**config.mk**
```make
export PLATFORM = sky130hd
export DESIGN_NAME = gate_selftest
export DESIGN_NICKNAME = d
export VERILOG_FILES = /design/src/rtl/gate_selftest_pkg.sv /design/src/rtl/gate_selftest_golden.sv /design/src/rtl/gate_selftest.sv
export SDC_FILE = /design/constraint.sdc
export NUM_CORES = 1
export LEC_CHECK = 0
export BUFFER_PORTS_ARGS = -buffer_cell sky130_fd_sc_hd__clkbuf_2
export CAP_MARGIN = 20
export CELL_PAD_IN_SITES_DETAIL_PLACEMENT = 2
export CELL_PAD_IN_SITES_GLOBAL_PLACEMENT = 2
export CORE_MARGIN = 3
export CORE_UTILIZATION = 37
export DETAILED_ROUTE_END_ITERATION = 10
export PLACE_DENSITY_LB_ADDON = 0.05
export REMOVE_ABC_BUFFERS = 1
export SYNTH_ARGS = -nofsm -noshare
export SYNTH_HDL_FRONTEND = slang
export SYNTH_SLANG_ARGS = --single-unit
```
**constraint.sdc**
```tcl
create_clock -name clk -period 6.8 [get_ports clk]
set_clock_uncertainty 0.05 [all_clocks]
set_input_delay 1.7 -clock clk [delete_from_list [all_inputs] [get_ports clk]]
set_output_delay 1.7 -clock clk [all_outputs]
set_load 0.05 [all_outputs]
```
**src/rtl/gate_selftest_pkg.sv**
```systemverilog
// Shared definitions for the gate-stage self-test: widths, gate bit indices,
// sequencer states and the golden truth function.
package gate_selftest_pkg;

   localparam int unsigned GATE_W   = 7;
   localparam int unsigned ERR_W    = 8;
   localparam int unsigned SUM_W    = ERR_W + 1;
   localparam int unsigned SETTLE_W = 4;
   localparam int unsigned VEC_W    = 2;
   localparam int unsigned PASS_W   = 8;
   localparam int unsigned CNT_W    = 3;

   localparam int unsigned GATE_AND  = 0;
   localparam int unsigned GATE_OR   = 1;
   localparam int unsigned GATE_NOT  = 2;
   localparam int unsigned GATE_NAND = 3;
   localparam int unsigned GATE_NOR  = 4;
   localparam int unsigned GATE_XOR  = 5;
   localparam int unsigned GATE_XNOR = 6;

   typedef enum logic [1:0] {
      IDLE = 2'd0,
      RUN  = 2'd1,
      DONE = 2'd2
   } state_t;

   // Golden output of an ideal gate stage for inputs a, b.
   function automatic logic [GATE_W-1:0] gate_expected(input logic a, input logic b);
      logic [GATE_W-1:0] e;
      e            = '0;
      e[GATE_AND]  = a & b;
      e[GATE_OR]   = a | b;
      e[GATE_NOT]  = ~a;
      e[GATE_NAND] = ~(a & b);
      e[GATE_NOR]  = ~(a | b);
      e[GATE_XOR]  = a ^ b;
      e[GATE_XNOR] = ~(a ^ b);
      return e;
   endfunction

endpackage

```
**src/rtl/gate_selftest_golden.sv**
```systemverilog
// Combinational golden model: expected gate outputs, mismatch vector and
// number of mismatching bits for one {A,B} vector.
module gate_golden
   import gate_selftest_pkg::*;
(
   input  logic              a_i,
   input  logic              b_i,
   input  logic [GATE_W-1:0] gate_i,
   output logic [GATE_W-1:0] expected_c_o,
   output logic [GATE_W-1:0] mismatch_c_o,
   output logic [CNT_W-1:0]  mis_cnt_c_o
);

   always_comb begin
      expected_c_o = gate_expected(a_i, b_i);
      mismatch_c_o = expected_c_o ^ gate_i;
      mis_cnt_c_o  = '0;
      for (int i = 0; i < int'(GATE_W); i++) begin
         mis_cnt_c_o = mis_cnt_c_o + CNT_W'(mismatch_c_o[i]);
      end
   end

endmodule

```
**src/rtl/gate_selftest.sv**
```systemverilog
// Self-test sequencer: sweeps {A,B} through the truth table NUM_PASSES times,
// checks the gate stage against the golden model and accumulates results.
module gate_selftest
   import gate_selftest_pkg::*;
#(
   parameter int unsigned SETTLE_CYCLES = 2,
   parameter int unsigned NUM_PASSES    = 1
) (
   input  logic              clk,
   input  logic              rst,
   input  logic              start,
   output logic              a_drv,
   output logic              b_drv,
   input  logic [GATE_W-1:0] gate_in,
   output logic              busy,
   output logic              done,
   output logic              pass,
   output logic [GATE_W-1:0] fail_mask,
   output logic [ERR_W-1:0]  err_count
);

   state_t              state_q, state_d;
   logic [SETTLE_W-1:0] settle_q, settle_d;
   logic [VEC_W-1:0]    vec_q, vec_d;
   logic [PASS_W-1:0]   pass_cnt_q, pass_cnt_d;
   logic                a_q, a_d, b_q, b_d;
   logic                busy_q, busy_d, done_q, done_d, pass_q, pass_d;
   logic [GATE_W-1:0]   mask_q, mask_d;
   logic [ERR_W-1:0]    err_q, err_d;

   logic [GATE_W-1:0]   expected_c, mismatch_c;
   logic [CNT_W-1:0]    mis_cnt_c;
   logic [SUM_W-1:0]    err_sum_c;
   logic                settle_end_c, last_vec_c, last_pass_c;

   gate_golden u_golden (
      .a_i          (vec_q[1]),
      .b_i          (vec_q[0]),
      .gate_i       (gate_in),
      .expected_c_o (expected_c),
      .mismatch_c_o (mismatch_c),
      .mis_cnt_c_o  (mis_cnt_c)
   );

   assign err_sum_c    = SUM_W'(err_q) + SUM_W'(mis_cnt_c);
   assign settle_end_c = (settle_q == SETTLE_W'(SETTLE_CYCLES));
   assign last_vec_c   = (vec_q == VEC_W'(3));
   assign last_pass_c  = (pass_cnt_q == PASS_W'(NUM_PASSES - 1));

   // Next-state and result update
   always_comb begin
      state_d    = state_q;
      settle_d   = settle_q;
      vec_d      = vec_q;
      pass_cnt_d = pass_cnt_q;
      a_d        = 1'b0;
      b_d        = 1'b0;
      busy_d     = 1'b0;
      done_d     = 1'b0;
      pass_d     = pass_q;
      mask_d     = mask_q;
      err_d      = err_q;

      case (state_q)
         IDLE: begin
            if (start) begin
               state_d    = RUN;
               settle_d   = '0;
               vec_d      = '0;
               pass_cnt_d = '0;
               busy_d     = 1'b1;
               pass_d     = 1'b0;
               mask_d     = '0;
               err_d      = '0;
            end
         end
         RUN: begin
            busy_d = 1'b1;
            if (settle_end_c) begin
               mask_d   = mask_q | mismatch_c;
               err_d    = err_sum_c[SUM_W-1] ? {ERR_W{1'b1}} : err_sum_c[ERR_W-1:0];
               settle_d = '0;
               vec_d    = VEC_W'(vec_q + VEC_W'(1));
               if (last_vec_c) begin
                  pass_cnt_d = PASS_W'(pass_cnt_q + PASS_W'(1));
                  if (last_pass_c) begin
                     state_d = DONE;
                     busy_d  = 1'b0;
                     done_d  = 1'b1;
                     pass_d  = (mask_d == '0);
                  end
               end
            end else begin
               settle_d = SETTLE_W'(settle_q + SETTLE_W'(1));
            end
            // Drive registers carry the vector the next cycle will hold
            if (state_d == RUN) begin
               a_d = vec_d[1];
               b_d = vec_d[0];
            end
         end
         DONE: begin
            state_d = IDLE;
         end
         default: begin
            state_d = IDLE;
         end
      endcase
   end

   always_ff @(posedge clk) begin
      if (rst) begin
         state_q    <= IDLE;
         settle_q   <= '0;
         vec_q      <= '0;
         pass_cnt_q <= '0;
         a_q        <= 1'b0;
         b_q        <= 1'b0;
         busy_q     <= 1'b0;
         done_q     <= 1'b0;
         pass_q     <= 1'b0;
         mask_q     <= '0;
         err_q      <= '0;
      end else begin
         state_q    <= state_d;
         settle_q   <= settle_d;
         vec_q      <= vec_d;
         pass_cnt_q <= pass_cnt_d;
         a_q        <= a_d;
         b_q        <= b_d;
         busy_q     <= busy_d;
         done_q     <= done_d;
         pass_q     <= pass_d;
         mask_q     <= mask_d;
         err_q      <= err_d;
      end
   end

   assign a_drv     = a_q;
   assign b_drv     = b_q;
   assign busy      = busy_q;
   assign done      = done_q;
   assign pass      = pass_q;
   assign fail_mask = mask_q;
   assign err_count = err_q;

endmodule

```
**Word level (Yosys, flattened, before mapping)**

Cells that the tools add are included.
Widths: inputs -> output; s select.

- Bits of input ports: 10
- Output and inout port bits: 20
- Register bits after elaboration: 36
- Word-level logic and storage cells: 85

- Reductions and logical operators: 10
- Equality and inequality tests: 8
- Add/sub/neg operators: 10
- Multiplexer cells: 33
- Bitwise operators: 13

Operators with widths:

| cell | count |
|---|---|
| $mux 8 | 5 |
| $pmux 8 s2 | 2 |
| $add 3x1->3 | 5 |
| $mux 2 | 7 |
| $mux 7 | 2 |
| $pmux 7 s2 | 1 |
| $add 8x3->9 | 1 |
| $mux 1 | 9 |
| $add 8x1->8 const B | 1 |
| $logic_not 8->1 | 1 |
| $mux 4 | 2 |
| $ne 2x2->1 const B | 4 |
| $not 1->1 | 8 |
| $pmux 2 s2 | 2 |
| $pmux 4 s2 | 1 |
| $logic_not 7->1 | 1 |
| $or 7x7->7 | 1 |
| $xor 7x7->7 | 1 |
| $reduce_and 5->1 | 1 |
| $add 4x1->4 const B | 1 |
| $eq 2x1->1 const B | 2 |
| $eq 4x2->1 const B | 1 |
| $pmux 1 s2 | 2 |
| $reduce_and 4->1 | 1 |
| 12 further kinds | 12 |

**Longest topological paths before layout**

Gate-level depths: netlist (run 1).

- Word-level depth: 13
- Depth in mapped cells: 14
- Mapped depth without buffers: 14

**Modules after synthesis**

From an unflattened synthesis (run 1), not the netlist that was laid out.

- Cell total of the unflattened synthesis: 226
- Area, all modules: 1924.3 µm²

Modules (own cells, without submodules):

| module | cells each | instances | sequential area each (µm²) | area each (µm²) |
|---|---|---|---|---|
| gate_selftest | 199 | 1 | 720.7 | 1681.6 |
| gate_golden | 27 | 1 | 0.0 | 242.7 |

**Least setup slack after synthesis (run 1)**

OpenSTA, ideal clock, no wires.

- Path kind: input to register
- From: input port gate_in[0]
- To: register err_q[3] (netlist: err_count[3])
- Setup time: 0.117 ns
- Data required time: 6.633 ns
- Cell stages on the path: 11
- Buffers on the path: 0
- Path slack: 1.893 ns
- Data arrival time: 4.740 ns
- Path through: xor2_1 ha_1 fa_1 fa_1 ha_1 fa_1 fa_1 a21o_1 nand3_1 o22ai_1 a22o_1

- Longest elaborated chain between the ends: 11

Ends and longest elaborated chain:

| element | line | text |
|---|---|---|
| from (decl) | gate_selftest.sv:14 | `input logic [GATE_W-1:0] gate_in,` |
| $xor 7x7->7 | gate_selftest_golden.sv:16 | `mismatch_c_o = expected_c_o ^ gate_i;` |
| $add 1x1->2 | gate_selftest_golden.sv:19 | `mis_cnt_c_o = mis_cnt_c_o + CNT_W'(mismatch_c_o[i]);` |
| $add 3x1->3 (5 in series) | gate_selftest_golden.sv:19 |  |
| $add 8x3->9 | gate_selftest.sv:45 | `assign err_sum_c = SUM_W'(err_q) + SUM_W'(mis_cnt_c);` |
| $mux 8 | gate_selftest.sv:81 | `err_d = err_sum_c[SUM_W-1] ? {ERR_W{1'b1}} : err_sum_c[ERR_W-1:0];` |
| $mux 8 | gate_selftest.sv:79 | `if (settle_end_c) begin` |
| $pmux 8 s2 | gate_selftest.sv:64 | `case (state_q)` |
| to (signal assigned) | gate_selftest.sv:135 | `err_q <= err_d;` |
| to (decl) | gate_selftest.sv:29 | `logic [ERR_W-1:0] err_q, err_d;` |

Every way passes these cells. The select of a mux whose other input is x is not followed.
A chain may end at the register's enable or synchronous reset.

**Worst setup path in the final report (run 1)**

- From: input port gate_in[1]
- To: register err_q[7] (netlist: err_count[7])

Same word-level chain as after synthesis.

==> impl_metrics.py, run 1 <==
metrics = {
    "status": {
        "outcome": "completed",
    },
    "sta": {
        "worstMarginPinSlew_ns": 0.7989,
        "whs_ns": 0.4210,
        "rsz0062_at_grt": "false",
        "relSlewSlack_pct": 46.42,
        "period_minus_slack_ns": 4.991,
        "setup_ws_ns": 1.809,
        "hold_violations": 0,
        "setup_tns_ns": 0,
        "fmax_mhz": 200.4,
        "timing.final.crit_share_pct": 73.39,
        "finalSetupViolations": 0,
        "report.final.slew_viol_count": 0,
    },
    "worst_setup_path": {
        "crit_chain": "clkbuf_2 > xnor2_1 > ha_1 > fa_1 > fa_1 > ha_1 > fa_1 > xor2_1 > ha_1 > a211oi_1 > nor2_1 > a41o_1 > o21a_1",
        "slowest_delay_ns": 0.51,
        "worstPathRequired_ns": 6.93,
        "crit_buf_inv": 1,
        "worstSetupPathType": "in2reg",
        "worstPathMaxFanout": 5,
        "cp.arrival_ns": 5.12,
        "cp-start-kind": "primary input",
        "critPathSlowestCell": "fa_1",
        "crit_family": "adder cells",
        "crit_path_end_kind": "register",
    },
    "logic_synthesis": {
        "synth_xor_area_share_pct": 4.753,
        "synth_cell_types": 50,
        "ys.warnings.count": 0,
        "synth_top_family_by_area": "simple AND/OR/NAND/NOR gates",
        "netlist_instances": 230,
        "yosys.area_share.simple_pct": 23.09,
        "synth_compound_area_share_pct": 20.43,
        "synth.ff_latch_count": 36,
        "synth_edf_count": 0,
        "ys_seq_area_share_pct": 35.56,
        "avgSynthCellArea_um2": 8.813,
        "synth_area_um2": 2027,
        "synth_mux_area_share_pct": 0.4938,
        "yosys_most_used_dff": "dfxtp_1",
        "synth-async-reset-ratio_pct": 0,
        "synth_fa_ha_area_share_pct": 11.36,
    },
    "routing": {
        "firstDrtPassIters": 4,
        "first_iter_violations": 34,
        "antenna_left": 0,
        "wl_mm": 5.337,
        "viasPerCell": 5.565,
        "wl_per_cell_um": 16.47,
        "drc": 0,
        "num_vias": 1803,
    },
    "final_layout": {
        "drive_above_1_share_pct": 17.72,
        "syn_to_final_growth_pct": 13.02,
        "final_common_cell": "dfxtp_1",
        "final_util_pct": 44.01,
        "final_cells": 324,
        "num_antenna_cells": 0,
        "design_area_um2": 2291,
        "num-nets-final": 280,
        "final_cell_mix": "dfxtp_1, clkbuf_2, nand2_1",
    },
    "floorplan": {
        "coreArea_um2": 5205,
        "die_x_um": 80.02,
        "rows": 26,
        "start_util_pct": 38.94,
        "top_level_ports": 30,
        "fp.dieArea_um2": 6402,
        "die_y_um": 80.02,
    },
    "grt": {
        "grt_pass1_vias": 1855,
        "grt_first_pass_wirelength_mm": 9.246,
        "grt.total_usage_pct": 18.40,
        "antenna_found_initial": 0,
        "grt_max_degree": 25,
        "grt_overflow": 0,
    },
    "clock_network": {
        "clk_latency_ns": 0.29,
        "cts_setup_buffers": 0,
        "cts_buffers": 5,
        "cts_hold_buf": 0,
        "clock-sinks": 36,
        "clk_pin_slew_worst_paths_ns": 0.07,
        "htreeDepth": 2,
        "root_buffer": "clkbuf_8",
        "clockBufferDepth": 2,
        "cts_tree": "done",
        "cts_resized": 0,
    },
    "placement": {
        "place_area_um2": 2195,
        "dp_cells": 317,
        "dp_worst_setup_slack_ns": 1.527,
        "gp_congestion": 0.7712,
        "io_buffers": 29,
        "hpwl_mm": 4.000,
    },
    "power": {
        "power_mw": 0.4465,
        "vdd_ir_drop_max_v": 0.00008223,
        "power_density_nw_per_um2": 194.9,
        "p_leak_nw": 0.8906,
    },
    "min_path": {
        "min_path_type": "reg2reg",
    },
    "run": {
        "cap_violations": 0,
    },
}
sequential cells by signal, indices dropped and copies added (netlist names):
register	flops
err_count	8
pass_cnt_q	8
a_drv	1
done	1
busy	1
vec_q	2
fail_mask	7
pass	1
state_q	2
b_drv	1
settle_q	4
cells by family (layout without fill, tap and decap cells):
group | after synthesis | after routing
compound gates | 62 | 62
xor+xnor | 11 | 11
fa+ha+maj | 16 | 16
buf+inv | 18 | 42
flops | 36 | 36
mux | 1 | 1
simple gates | 86 | 86
cell type report:
type | count | area (um2)
clock buffer | 7 | 96.34
fill | 598 | 2914
inverter | 6 | 22.52
multi-input combinational | 176 | 1219
sequential | 36 | 720.7
tap | 70 | 87.58
timing repair buffer | 29 | 145.1
final timing paths:
| path | endpoint | cells past startpoint | startpoint | slack [ns] |
|---|---|---|---|---|
| max | err_count[7] | 13 | gate_in[1] | 1.81 |
| min | err_count[2] | 2 | err_count[2] | 0.42 |
| max reg2reg | err_count[7] | 13 | vec_q[0] | 2.42 |
| min reg2reg | err_count[2] | 2 | err_count[2] | 0.42 |
tightest hold or removal path: stages, from the launching register on:
cell and delay (ns):
dfxtp_1 0.33, nand2_1 0.06, nand2_1 0.04
per-layer routing:
layer / vias up / track usage, % / wire length, um
met5: - / 0 / 0
li1: 881 / - / -
met2: 25 / 31.46 / 2634
met3: 2 / 3.386 / 158
met4: 0 / 4.561 / 20
met1: 895 / 23.73 / 2523
where the power goes:
part,total [mW],internal [mW],switching (mW)
registers,0.215,0.213,0.00244
clock network,0.167,0.0903,0.0764
logic,0.0647,0.0245,0.0402
cells in the mapped netlist, drive strengths merged, types with 5 or more instances:
| master | count | area share (%) |
|---|---|---|
| dfxtp | 36 | 36 |
| xor2 | 6 | 2.6 |
| nor2 | 18 | 3.5 |
| nor4 | 6 | 1.9 |
| o21ai | 9 | 2.2 |
| nor3 | 6 | 2.0 |
| xnor2 | 5 | 2.2 |
| buf | 8 | 2.5 |
| a22oi | 5 | 1.9 |
| a21oi | 19 | 4.7 |
| nand2 | 22 | 4.1 |
| ha | 12 | 7.4 |
| nand2b | 6 | 1.9 |
| inv | 6 | 1.1 |
| nand3 | 11 | 2.7 |
Note: power is estimated with default switching activity, not from simulation.
==> inputs of run 2 (changes only) <==
--- a/config.mk
+++ b/config.mk
@@ -10,7 +10,7 @@
 export CELL_PAD_IN_SITES_DETAIL_PLACEMENT = 2
 export CELL_PAD_IN_SITES_GLOBAL_PLACEMENT = 2
 export CORE_MARGIN = 3
-export CORE_UTILIZATION = 37
+export CORE_UTILIZATION = 31
 export DETAILED_ROUTE_END_ITERATION = 10
 export PLACE_DENSITY_LB_ADDON = 0.05
 export REMOVE_ABC_BUFFERS = 1
==> constraint.sdc (replaced) <==
create_clock -name clk -period 4.3 [get_ports clk]
set_clock_uncertainty 0.05 [all_clocks]
set_input_delay 1.075 -clock clk [delete_from_list [all_inputs] [get_ports clk]]
set_output_delay 1.075 -clock clk [all_outputs]
set_load 0.05 [all_outputs]
==> impl_metrics.py, run 2 (synthesis results as in run 1) <==
metrics = {
    "final_layout": {
        "num_antenna_cells": 0,
        "num-nets-final": 296,
        "syn_to_final_growth_pct": 24.69,
        "drive_above_1_share_pct": 28.04,
        "final_common_cell": "dfxtp_1",
        "final_cell_mix": "dfxtp_1, clkbuf_2, nand2_1",
    },
    "sta": {
        "worstMarginPinSlew_ns": 1.011,
        "timing.final.crit_share_pct": 98.46,
        "setup_tns_ns": 0,
        "hold_violations": 0,
        "fmax_mhz": 236.2,
        "period_minus_slack_ns": 4.234,
        "finalSetupViolations": 0,
        "setup_ws_ns": 0.06633,
        "whs_ns": 0.4294,
        "relSlewSlack_pct": 32.19,
        "report.final.slew_viol_count": 0,
    },
    "worst_setup_path": {
        "r2r_setup_slack_ns": 0.22,
        "cp.arrival_ns": 4.36,
        "worstPathMaxFanout": 3,
        "worstSetupStartpoint": "gate_in[0]",
        "r2r-start": "vec_q[0]",
        "cp-start-kind": "primary input",
        "rr_worst_depth": 13,
        "crit_end": "err_count[3]",
        "crit_path_end_kind": "register",
        "worstSetupPathType": "in2reg",
        "reg2reg_to": "err_count[3]",
        "worstPathRequired_ns": 4.43,
    },
    "clock_network": {
        "cts_buffers": 5,
        "cts_tree": "done",
        "clk_pin_slew_worst_paths_ns": 0.07,
        "clock-sinks": 36,
        "clockBufferDepth": 2,
        "root_buffer": "clkbuf_8",
        "clk_latency_ns": 0.30,
        "htreeDepth": 2,
    },
    "routing": {
        "antenna_left": 0,
        "first_iter_violations": 46,
        "viasPerCell": 5.416,
        "firstDrtPassIters": 4,
        "drc": 0,
        "num_vias": 1874,
        "wl_per_cell_um": 17.29,
        "wl_mm": 5.982,
    },
    "power": {
        "vdd_ir_drop_max_v": 0.0001774,
        "p_leak_nw": 0.9798,
        "power_density_nw_per_um2": 309.7,
    },
    "grt": {
        "antenna_found_initial": 0,
        "grt_first_pass_wirelength_mm": 9.963,
        "grt_max_degree": 25,
        "grt.total_usage_pct": 16.70,
        "grt_pass1_vias": 2015,
        "grt_overflow": 0,
    },
    "floorplan": {
        "rows": 28,
        "die_y_um": 86.86,
        "fp.dieArea_um2": 7545,
        "die_x_um": 86.86,
        "start_util_pct": 33.06,
        "coreArea_um2": 6131,
        "top_level_ports": 30,
    },
    "placement": {
        "gp_congestion": 0.6985,
        "hpwl_mm": 4.348,
        "dp_worst_setup_slack_ns": -0.3871,
        "io_buffers": 29,
    },
    "min_path": {
        "min_from": "err_count[0]",
        "min_path_type": "reg2reg",
    },
    "run": {
        "cap_violations": 0,
    },
    "status": {
        "outcome": "completed",
    },
}
[run 2: final cells by class]
type | count | area (um2)
Fill cell | 700 | 3603
Multi-Input combinational cell | 176 | 1309
Sequential cell | 36 | 720.7
Timing Repair Buffer | 45 | 270.3
Tap cell | 75 | 93.84
Clock buffer | 5 | 68.82
Clock inverter | 3 | 42.54
Inverter | 6 | 22.52
[run 2: metrics by stage]
stage / total power, mW / instance area (um2) / utilization, % / instances
after global routing: 0.8246 / 2527 / 41.22 / 346
after detailed placement: 0.4589 / 2298 / 37.49 / 335
after global placement: 0.4555 / 2298 / 37.49 / 335
final: 0.7828 / 2527 / 41.22 / 346
after CTS: 0.7682 / 2440 / 39.80 / 344
after floorplan: 0.4173 / 1962 / - / 218
[run 2: repair_timing]
action	CTS	global route
hold endpoints to repair	0	0
endpoints found under the setup margin	7	7
pin swaps	1	4
resized for setup	4	16
cloned	0	0
setup buffers	1	2
hold buffers	0	0
[run 2: per-layer routing]
| layer | global-route usage [%] | part of all wire, % | vias up |
|---|---|---|---|
| met5 | 0 | 0 | - |
| met4 | 2.975 | 0.57 | 0 |
| li1 | - | - | 913 |
| met3 | 3.217 | 2.6 | 5 |
| met2 | 28.16 | 49 | 20 |
| met1 | 22.33 | 48 | 936 |
[run 2: power breakdown]
group / leakage (nW) / switching, mW / total (mW) / internal, mW
logic: 0.635 / 0.0783 / 0.137 / 0.0590
clock network: 0.0541 / 0.134 / 0.305 / 0.172
registers: 0.291 / 0.00385 / 0.340 / 0.336
[run 2: worst min path at each step]
stage                          to  slack [ns]  cells after the start
floorplan           pass_cnt_q[7]        0.40                      2
global placement     err_count[0]        0.40                      2
detailed placement   err_count[0]        0.42                      2
CTS                  err_count[0]        0.44                      2
global route                 pass        0.46                      2
finish               err_count[0]        0.43                      2
[run 2: worst max-delay path: stages]
cell	delay, ns
buf_4	0.13
xor2_2	0.20
ha_4	0.24
fa_1	0.46
fa_1	0.53
ha_2	0.18
fa_2	0.49
fa_2	0.40
a21o_1	0.22
nand3_2	0.12
o22ai_2	0.08
a22o_1	0.24
==> inputs of run 3 (changes only) <==
--- a/config.mk
+++ b/config.mk
@@ -10,7 +10,8 @@
 export CELL_PAD_IN_SITES_DETAIL_PLACEMENT = 2
 export CELL_PAD_IN_SITES_GLOBAL_PLACEMENT = 2
 export CORE_MARGIN = 3
-export CORE_UTILIZATION = 31
+export CORE_UTILIZATION = 32
+export CTS_BUF_LIST = sky130_fd_sc_hd__clkbuf_2 sky130_fd_sc_hd__clkbuf_4 sky130_fd_sc_hd__clkbuf_8
 export DETAILED_ROUTE_END_ITERATION = 10
 export PLACE_DENSITY_LB_ADDON = 0.05
 export REMOVE_ABC_BUFFERS = 1
==> impl_metrics.py, run 3 (synthesis results as in run 1) <==
metrics = {
    "status": {
        "outcome": "completed",
    },
    "floorplan": {
        "die_x_um": 85.59,
        "fp.dieArea_um2": 7325,
        "die_y_um": 85.59,
        "start_util_pct": 33.64,
        "coreArea_um2": 6026,
        "top_level_ports": 30,
        "rows": 28,
    },
    "routing": {
        "wl_mm": 5.782,
        "drc": 0,
        "viasPerCell": 5.436,
        "top_layer": "met4",
        "wl_per_cell_um": 16.81,
        "dr_wl_met3_um": 160,
        "wl_met2_mm": 2.823,
        "num_vias": 1870,
        "firstDrtPassIters": 4,
        "first_iter_violations": 23,
        "antenna_left": 0,
        "wl_met1_mm": 2.736,
    },
    "worst_setup_path": {
        "cp.arrival_ns": 4.34,
        "cp-start-kind": "primary input",
        "crit_path_end_kind": "register",
        "slowest_delay_ns": 0.56,
        "worstPathMaxFanout": 2,
        "worstSetupPathType": "in2reg",
        "crit_family": "adder cells",
        "crit_chain": "clkbuf_2 > xnor2_2 > ha_1 > fa_1 > fa_1 > ha_1 > fa_2 > ha_1 > a21o_1 > a21oi_2 > o22ai_1 > a22o_1",
        "crit_buf_inv": 1,
        "critPathSlowestCell": "fa_2",
        "path_common_cell": "ha_1",
        "worstPathRequired_ns": 4.44,
    },
    "sta": {
        "setup_tns_ns": 0,
        "worstMarginPinSlew_ns": 0.8463,
        "timing.final.crit_share_pct": 97.52,
        "fmax_mhz": 238.5,
        "relSlewSlack_pct": 43.24,
        "hold_violations": 0,
        "report.final.slew_viol_count": 0,
        "finalSetupViolations": 0,
        "setup_ws_ns": 0.1067,
        "period_minus_slack_ns": 4.193,
    },
    "clock_network": {
        "clk_pin_slew_worst_paths_ns": 0.08,
        "cts_setup_buffers": 0,
        "cts_tree": "done",
        "clk_latency_ns": 0.30,
        "clockBufferDepth": 2,
        "root_buffer": "clkbuf_8",
        "clock-sinks": 36,
        "cts_buffers": 5,
        "htreeDepth": 2,
        "cts_hold_buf": 0,
    },
    "run": {
        "cap_violations": 0,
    },
    "final_layout": {
        "seqCellArea_um2": 720.7,
        "drive_above_1_share_pct": 26.77,
        "multi_input_area_um2": 1274,
        "design_area_um2": 2472,
        "final_util_pct": 41.03,
        "nFillCells": 705,
        "final_cell_mix": "dfxtp_1, clkbuf_2, nand2_1",
        "final_common_cell": "dfxtp_1",
        "syn_to_final_growth_pct": 21.98,
        "num_antenna_cells": 0,
        "num-nets-final": 294,
    },
    "power": {
        "switching_power_mw": 0.2120,
        "p_leak_nw": 0.9670,
        "combPwrFrac_pct": 16.1,
        "pwr-share-seq_pct": 44.0,
        "vdd_ir_drop_max_v": 0.0001424,
        "power_mw": 0.7712,
        "switching_share_pct": 27.49,
        "p_clk_share_pct": 39.9,
        "power_density_nw_per_um2": 311.9,
        "internal_power_mw": 0.5592,
    },
    "grt": {
        "grt.total_usage_pct": 16.49,
        "grt_pass1_vias": 1863,
        "grt_overflow": 0,
        "grt_first_pass_wirelength_mm": 9.584,
        "grt_max_degree": 25,
        "antenna_found_initial": 0,
    },
    "placement": {
        "dp_worst_setup_slack_ns": -0.2964,
        "hpwl_mm": 4.292,
        "place_area_um2": 2306,
        "gp_congestion": 0.7422,
        "io_buffers": 29,
    },
    "min_path": {
        "min_path_type": "reg2reg",
    },
}
==> run 3: power by group through the flow <==
stage	logic (mW)	registers [mW]	clock network, mW
3_3_place_gp	0.113	0.347	0
3_5_place_dp	0.115	0.348	0
4_1_cts	0.119	0.340	0.320
2_1_floorplan	0.0660	0.351	0
6_report	0.124	0.340	0.308
5_1_grt	0.140	0.340	0.336
==> run 3: what timing repair did <==
| item | CTS | global route |
|---|---|---|
| resized for setup | 2 | 12 |
| setup endpoints to repair | 5 | 8 |
| pin swaps | 0 | 5 |
==> run 3: final timing paths <==
| check | start | to | slack, ns | cells after the start |
|---|---|---|---|---|
| worst max-delay path | gate_in[1] | err_count[3] | 0.11 | 12 |
| worst min-delay path | err_count[2] | err_count[2] | 0.44 | 2 |
| worst max register to register | vec_q[0] | err_count[3] | 0.27 | 13 |
| worst min register to register | err_count[2] | err_count[2] | 0.44 | 2 |
==> run 3: tightest hold or removal path, stage by stage, from the launching register on <==
cell and delay [ns]:
dfxtp_1 0.34, nand2_1 0.06, nand2_1 0.04
==> run 3: cell type report <==
cell class	count	share of cell area, %
Timing Repair Buffer	43	10.12
Sequential cell	36	29.15
Multi-Input combinational cell	176	51.52
Clock buffer	5	2.783
Tap cell	75	3.796
Inverter	6	0.9109
Clock inverter	3	1.721
==> run 3: through the flow <==
step,hold slack [ns],cells
floorplan,0.4015,218
global placement,0.4046,336
detailed placement,0.4355,336
CTS,0.4461,344
global route,0.4676,344
finish,0.4388,344
==> run 3: layer usage <==
| metal | vias up | global-route usage [%] |
|---|---|---|
| li1 | 917 | - |
| met1 | 929 | 21.50 |
| met2 | 19 | 27.82 |
| met3 | 5 | 3.554 |
| met4 | 0 | 3.885 |
| met5 | - | 0 |
